<file path="src/rtl/cache_fill_ctrl.sv">
// cache_fill_ctrl
// ---------------------------------------------------------------------------
// Sequencer for the 4-page CPU cache. Holds the per-page tag/valid array and
// true-LRU ages, resolves lookups from the cache datapath, and on a miss
// stalls the CPU (rdy low) while the victim page is burst-filled byte by byte
// from backing memory.
//
// Ports (all logic on the rising edge of fpga):
//   fpga            system clock
//   reset_n         synchronous active-low reset
//   lookup_valid    one-cycle pulse, lookup_tag is valid (ignored while busy)
//   lookup_tag      page tag of the CPU access
//   invalidate_all  one-cycle pulse, clear all valid bits (deferred if busy)
//   lookup_done     one-cycle pulse, lookup resolved
//   lookup_hit      with lookup_done: 1 = hit, 0 = resolved by a fill
//   lookup_page     with lookup_done: page now holding the tag
//   rdy             CPU ready; low from miss detection until fill commit
//   busy            high whenever the controller is not idle
//   mem_req/addr    byte read request to backing memory, {tag, offset}
//   mem_ack/data    response strobe and byte
//   fill_we/page/offset/data   write port into the cache page RAM
//
// Memory handshake: mem_req is held high for the whole fill and mem_addr is
// stable until mem_ack; each mem_ack (one cycle) completes the byte at the
// current mem_addr, after which mem_addr advances. Acks are only honoured in
// FILL. Each accepted ack produces exactly one fill_we on the next cycle.
// ---------------------------------------------------------------------------
module cache_fill_ctrl #(
  parameter  int ADDR_W    = 24,
  parameter  int PAGE_BITS = 8,
  localparam int TAG_W     = ADDR_W - PAGE_BITS
) (
  input  logic                 fpga,
  input  logic                 reset_n,
  input  logic                 lookup_valid,
  input  logic [TAG_W-1:0]     lookup_tag,
  input  logic                 invalidate_all,
  output logic                 lookup_done,
  output logic                 lookup_hit,
  output logic [1:0]           lookup_page,
  output logic                 rdy,
  output logic                 busy,
  output logic                 mem_req,
  output logic [ADDR_W-1:0]    mem_addr,
  input  logic                 mem_ack,
  input  logic [7:0]           mem_data,
  output logic                 fill_we,
  output logic [1:0]           fill_page,
  output logic [PAGE_BITS-1:0] fill_offset,
  output logic [7:0]           fill_data
);

  typedef enum logic [1:0] {
    S_IDLE   = 2'd0,
    S_CHECK  = 2'd1,
    S_FILL   = 2'd2,
    S_COMMIT = 2'd3
  } state_t;

  // Packed per-page ages; age 0 = most recently used, 3 = LRU.
  typedef logic [3:0][1:0] ages_t;
  localparam ages_t AGE_INIT = {2'd3, 2'd2, 2'd1, 2'd0};

  state_t               state;
  state_t               state_nxt;
  logic [TAG_W-1:0]     tag_r;
  logic [TAG_W-1:0]     tags [4];
  logic [3:0]           valid;
  ages_t                age;
  logic                 inv_pend;
  logic [1:0]           victim;
  logic [PAGE_BITS-1:0] offset;

  logic                 hit_any;
  logic [1:0]           hit_page;
  logic [1:0]           victim_sel;
  logic                 have_invalid;
  logic                 last_ack;

  // Touch page p: everything younger than p ages by one, p becomes youngest.
  // Keeps the ages a permutation of 0..3.
  function automatic ages_t touch(input ages_t a, input logic [1:0] p);
    ages_t r;
    for (int i = 0; i < 4; i++) begin
      r[i] = (a[i] < a[p]) ? a[i] + 2'd1 : a[i];
    end
    r[p] = 2'd0;
    return r;
  endfunction

  // Tag compare; tags are unique among valid pages so at most one matches.
  always_comb begin
    hit_any  = 1'b0;
    hit_page = 2'd0;
    for (int i = 0; i < 4; i++) begin
      if (valid[i] && (tags[i] == tag_r)) begin
        hit_any  = 1'b1;
        hit_page = 2'(i);
      end
    end
  end

  // Victim: lowest-index invalid page, otherwise the page whose age is 3.
  always_comb begin
    victim_sel   = 2'd0;
    have_invalid = 1'b0;
    for (int i = 3; i >= 0; i--) begin
      if (!valid[i]) begin
        victim_sel   = 2'(i);
        have_invalid = 1'b1;
      end
    end
    if (!have_invalid) begin
      for (int i = 0; i < 4; i++) begin
        if (age[i] == 2'd3) victim_sel = 2'(i);
      end
    end
  end

  assign last_ack = mem_ack && (offset == {PAGE_BITS{1'b1}});

  // State register
  always_ff @(posedge fpga) begin
    if (!reset_n) state <= S_IDLE;
    else          state <= state_nxt;
  end

  // Next-state logic
  always_comb begin
    state_nxt = state;
    case (state)
      S_IDLE:   if (lookup_valid) state_nxt = S_CHECK;
      S_CHECK:  state_nxt = hit_any ? S_IDLE : S_FILL;
      S_FILL:   if (last_ack) state_nxt = S_COMMIT;
      S_COMMIT: state_nxt = S_IDLE;
      default:  state_nxt = S_IDLE;
    endcase
  end

  // State-decoded outputs; mem_addr is zero outside a fill.
  always_comb begin
    busy     = (state != S_IDLE);
    mem_req  = (state == S_FILL);
    mem_addr = '0;
    if (state == S_FILL) mem_addr = {tag_r, offset};
  end

  // Datapath, tag/valid/LRU array and registered outputs
  always_ff @(posedge fpga) begin
    if (!reset_n) begin
      tag_r       <= '0;
      for (int i = 0; i < 4; i++) tags[i] <= '0;
      valid       <= '0;
      age         <= AGE_INIT;
      inv_pend    <= 1'b0;
      victim      <= 2'd0;
      offset      <= '0;
      lookup_done <= 1'b0;
      lookup_hit  <= 1'b0;
      lookup_page <= 2'd0;
      rdy         <= 1'b1;
      fill_we     <= 1'b0;
      fill_page   <= 2'd0;
      fill_offset <= '0;
      fill_data   <= 8'd0;
    end else begin
      lookup_done <= 1'b0;
      lookup_hit  <= 1'b0;
      lookup_page <= 2'd0;
      fill_we     <= 1'b0;

      // An invalidate while busy is remembered and applied on the first idle
      // cycle, so it also covers a page committed in the meantime.
      if (invalidate_all && (state != S_IDLE)) inv_pend <= 1'b1;

      case (state)
        S_IDLE: begin
          // Invalidate is applied in the same cycle a lookup is accepted, so
          // that lookup sees an empty cache.
          if (invalidate_all || inv_pend) begin
            valid    <= '0;
            age      <= AGE_INIT;
            inv_pend <= 1'b0;
          end
          if (lookup_valid) tag_r <= lookup_tag;
        end
        S_CHECK: begin
          if (hit_any) begin
            lookup_done <= 1'b1;
            lookup_hit  <= 1'b1;
            lookup_page <= hit_page;
            age         <= touch(age, hit_page);
          end else begin
            victim             <= victim_sel;
            valid[victim_sel]  <= 1'b0;
            rdy                <= 1'b0;
            offset             <= '0;
          end
        end
        S_FILL: begin
          if (mem_ack) begin
            fill_we     <= 1'b1;
            fill_page   <= victim;
            fill_offset <= offset;
            fill_data   <= mem_data;
            // Wraps to zero on the final byte, as the fill moves to COMMIT.
            offset      <= offset + PAGE_BITS'(1);
          end
        end
        S_COMMIT: begin
          tags[victim]  <= tag_r;
          valid[victim] <= 1'b1;
          age           <= touch(age, victim);
          lookup_done   <= 1'b1;
          lookup_page   <= victim;
          rdy           <= 1'b1;
        end
        default: ;
      endcase
    end
  end

endmodule

</file>
<file path="config.mk">
export PLATFORM = sky130hd
export DESIGN_NAME = cache_fill_ctrl
export DESIGN_NICKNAME = d
export VERILOG_FILES = /design/src/rtl/cache_fill_ctrl.sv
export SDC_FILE = /design/constraint.sdc
export NUM_CORES = 1
export LEC_CHECK = 0
export ABC_AREA = 0
export CAP_MARGIN = 25
export CORE_UTILIZATION = 60
export DETAILED_ROUTE_END_ITERATION = 7
export PLACE_DENSITY = 0.84
export SKIP_CTS_REPAIR_TIMING = 1
export SLEW_MARGIN = 20
export SYNTH_ARGS = -nofsm -noshare
export SYNTH_HDL_FRONTEND = slang
export SYNTH_SLANG_ARGS = --single-unit
</file>
<file path="constraint.sdc">
create_clock -name fpga -period 10.2 [get_ports fpga]
set_clock_uncertainty 0.2 [all_clocks]
set_input_delay 2.04 -clock fpga [delete_from_list [all_inputs] [get_ports fpga]]
set_output_delay 2.04 -clock fpga [all_outputs]
set_load 0.01 [all_outputs]
</file>
# Yosys cells after proc, flatten, opt, wreduce, memory -nomap -nowiden
# Memory sizes are Yosys's and may differ from the RTL's.
# Cells that the tools add are included.
# word_totals
regBits,65
ram_bits,64
out_inout_bits,50
input_bits,29
mem_count,1
# op_classes
eq_ne,18
add_sub_neg,5
bitwise,8
reduce_logical,26
n_mux,71
n_lt_le_gt_ge,14
# mem_list
name,words,word_bits,read_ports,rd_clocked_by_memory_dff,write_ports,line,rtl
tags,4,16,4,0,4,67,logic [TAG_W-1:0] tags [4];
# op_table
op,count
16-bit equality test,4
2-bit two-way mux,28
8-bit two-way mux,4
24-bit two-way mux,1
8-bit one-hot mux with 3 select lines,1
1-bit two-way mux,22
8-bit AND,2
2-bit less-than comparator,8
16-bit two-way mux,1
8-bit inverter,2
8-bit one-hot mux with 2 select lines,1
16-bit OR reduction,1
2-bit AND reduction,7
2-bit equality test (second input constant),6
4-bit one-hot mux with 3 select lines,1
1-bit logical AND,9
2-bit by 3-bit less-than comparator with 1-bit output (second input constant),3
3-bit AND reduction,3
2-bit by 1-bit adder with 2-bit output (second input constant),4
8-bit by 1-bit adder with 8-bit output (second input constant),1
2-bit binary-select mux with 2-bit select,2
2-bit demux with 2-bit select,2
8-bit equality test (second input constant),1
4-bit two-way mux,2
16 further kinds,26

# Logic depth before layout (Yosys ltp)
# logic_depth
depth_word,17
ltp_mapped,15

# Worst setup path after synthesis
# OpenSTA, ideal clock, no wires.
# synth_path
path_type,in2reg
startpoint,input port reset_n
endpoint,"memory tags[0][0] (netlist name), enable pin"
required_time_ns,9.535
n_path_buf,2
setup_slack_ns,6.408
arrival_ns,3.128
stages,3
cell_sequence,clkbuf_1 > clkbuf_1 > o21ai_0
# synth_lines
element,line,rtl
start: declaration,34,"input logic reset_n,"
end: declaration,67,

==> run metrics <==
nets@finish=837; worst reg2reg setup slack=6070 ps; DR vias/cell=6.167; Max Slew Vio Count=0; Skew-Pair Late Insertion Delay=420 ps; Die Wd=109.7 um; Post-route DRC=0; DRT iter0 DRCs=509; Hold EP=fill_data[6]; total wire length=18,470 um; CTS tree=done; IO buf count=78; CP startpoint kind=flip-flop; count leader, synth=nand2_1; largest net degree at the start of global routing=49; Mapped Nets=781; final setup margin=5545 ps; ranking of synthesized cells by area=edfxtp_1, dfxtp_1, nand2_1; Tcrit/Tclk final=45.64%; Die Span Y=109.7 um; syn_area_per_cell=9.417 sq um; area growth from synthesis to layout=19.26%; H-tree levels=4; CP max FO=28; Relative slew margins=33.06%; clock sink count=129; post-synthesis cell type count=76; gr usage total=32.74%; sequential-to-total area share from yosys stat=46.31%; synth warn=0; Synth top cells by count=nand2_1, nor2_1, dfxtp_1; RePlAce Congestion=0.9381; number of global-route vias before repair=5,543; grt ovf=0; Setup Viol. Count Final=0; slowest cell delay on critical path=560 ps; r2r worst-path depth=13; CTS root buffer=clkbuf_16; outcome=completed; pwr dens=158.8 mW/mm^2; CP required=7960 ps; worst setup path class=flip-flop to output port; Avg WL per Cell=19.48 um; ANT nets after route=0; Hold Path Cell Cnt=2; Hold Path Origin=fill_data[6]; clk buf depth=2; synthesized instance count=739; CP cell instances=clkinv_1, nor2_1, buf_4, and2_1, clkdlybuf4s50_1; clk slew on worst S/H paths=60 ps; HP Class=flip-flop to flip-flop; # rows=38; core area=0.01108 sq mm; Diodes inserted=0; Vias=5,846; Final Util=74.92%; I/O Pins=79; r2r endpoint=age[3]; die area=0.01203 sq mm; area leader, netlist=edfxtp_1; DP HPWL=12,090 um; setup tns final=0 ps; DP Worst Slack=5585 ps; first-pass GRT wire length=29,010 um; slew of the pin with the lowest slew margin=1004 ps; antenna violations before repair=0; static leakage=3.102 nW; Tmin final=4655 ps; CTS Buf Count=17; worst endpoint data arrival time=2420 ps; Crit. End Element=output port; drt pass-1 iters=7; mapped cell area=0.006959 sq mm; post-synthesis async set-or-reset flop share=0%; Worst R2R Start=tag_r[11]; Peak Freq=214.8 MHz; slowest cell on the critical path=clkdlybuf4s50_1; Initial Utilization=62.82%; final hold vios=0; top_reg_cell synth=dfxtp_1; proportion of layout cells with a drive suffix above 1=8.045%; Yosys reg bits=129; peak supply drop=0.1194 mV; RSZ-0062 raised after global routing=false; Synth top area share=27.62%; Max Cap Viol=0; Post-synth EDFFs=64
-- state kept, by name, indices dropped and copies added, names as in the netlist, named ones only --
name / flops
rdy: 1
lookup_hit: 1
lookup_page: 2
state: 1
age: 8
lookup_done: 1
fill_data: 8
tags: 64
tag_r: 16
inv_pend: 1
fill_page: 2
valid: 4
fill_we: 1
victim: 2
fill_offset: 8
offset: 8
-- how the worst max path moves through the flow --
stage                              to  depth (start not counted)       from  slack, ps
after floorplan            tags[0][0]                          3    reset_n       6410
after global placement      offset[7]                          6    mem_ack       5810
after detailed placement    offset[7]                          6    mem_ack       5580
after CTS                 mem_addr[7]                          5  flip-flop       5570
after global routing      mem_addr[7]                          5  flip-flop       5420
final                     mem_addr[7]                          5  flip-flop       5540
-- cells by family after synthesis --
family	count (synthesis)	share of synthesized area, %
compound gates	120	11.34
buf+inv	76	5.502
xor+xnor	71	10.12
mux	10	1.618
fa+ha+maj	13	2.337
simple gates	320	22.76
flops	129	46.31
-- power breakdown --
group	total [mW]	internal, mW	switching, mW	leakage, nW
combinational	0.114	0.0499	0.0641	1.62
sequential	0.584	0.560	0.0249	1.19
clock	0.619	0.389	0.230	0.294
-- layout by cell type (no fill, tap or decap), types with 3 or more instances in the layout --
master,n
nor4_1,6
nand2_1,116
xnor2_2,5
xor2_1,15
clkinv_2,3
buf_4,6
nor2_1,66
o211ai_1,7
nor3_1,11
edfxtp_1,64
inv_1,28
nand4_1,20
xnor2_1,48
clkbuf_16,19
mux2i_1,9
and2_1,32
o21ai_0,15
and3_1,20
o2111ai_1,3
nand3_1,15
nand3b_1,3
a31oi_1,5
nor2b_1,4
ha_1,13
clkdlybuf4s50_1,78
nand2b_1,5
o21ai_1,3
a21oi_1,53
dfxtp_1,65
-- worst max-delay path, delay by kind of cell, from the launching register on --
kind / cells / cell delay (ps)
buffers and inverters: 3 / 1150
flip-flops: 1 / 450
AND/OR/NAND/NOR: 2 / 390
-- metal layers --
layer  part of all wire (%)  GRT usage [%]  vias up
li1                       -              -     2681
met1                     40          42.92     2751
met2                     47          51.44      361
met3                     10          7.232       53
met4                    3.0          15.90        0
met5                      0              0        -
-- layout make-up --
cell class              instances  area [sq um]
clock buffers                  21         483.0
clock inverters                11         122.6
fillers                       733          2779
inverters                      29         108.9
multi-input cells             534          3361
flip-flops and latches        129          3223
well taps                     140         175.2
repair buffers                 84         825.8
-- metrics by stage --
| stage | hold slack, ps | instances | power [mW] | cell area (sq um) |
|---|---|---|---|---|
| after floorplan | 252.8 | 739 | 0.6677 | 6959 |
| after global placement | 242.8 | 916 | 0.7015 | 7694 |
| after detailed placement | 250.9 | 916 | 0.7049 | 7694 |
| after CTS | 264.6 | 948 | 1.316 | 8299 |
| after global routing | 275.0 | 948 | 1.350 | 8299 |
| final | 262.4 | 948 | 1.318 | 8299 |
Note: power is estimated with default switching activity, not from simulation.
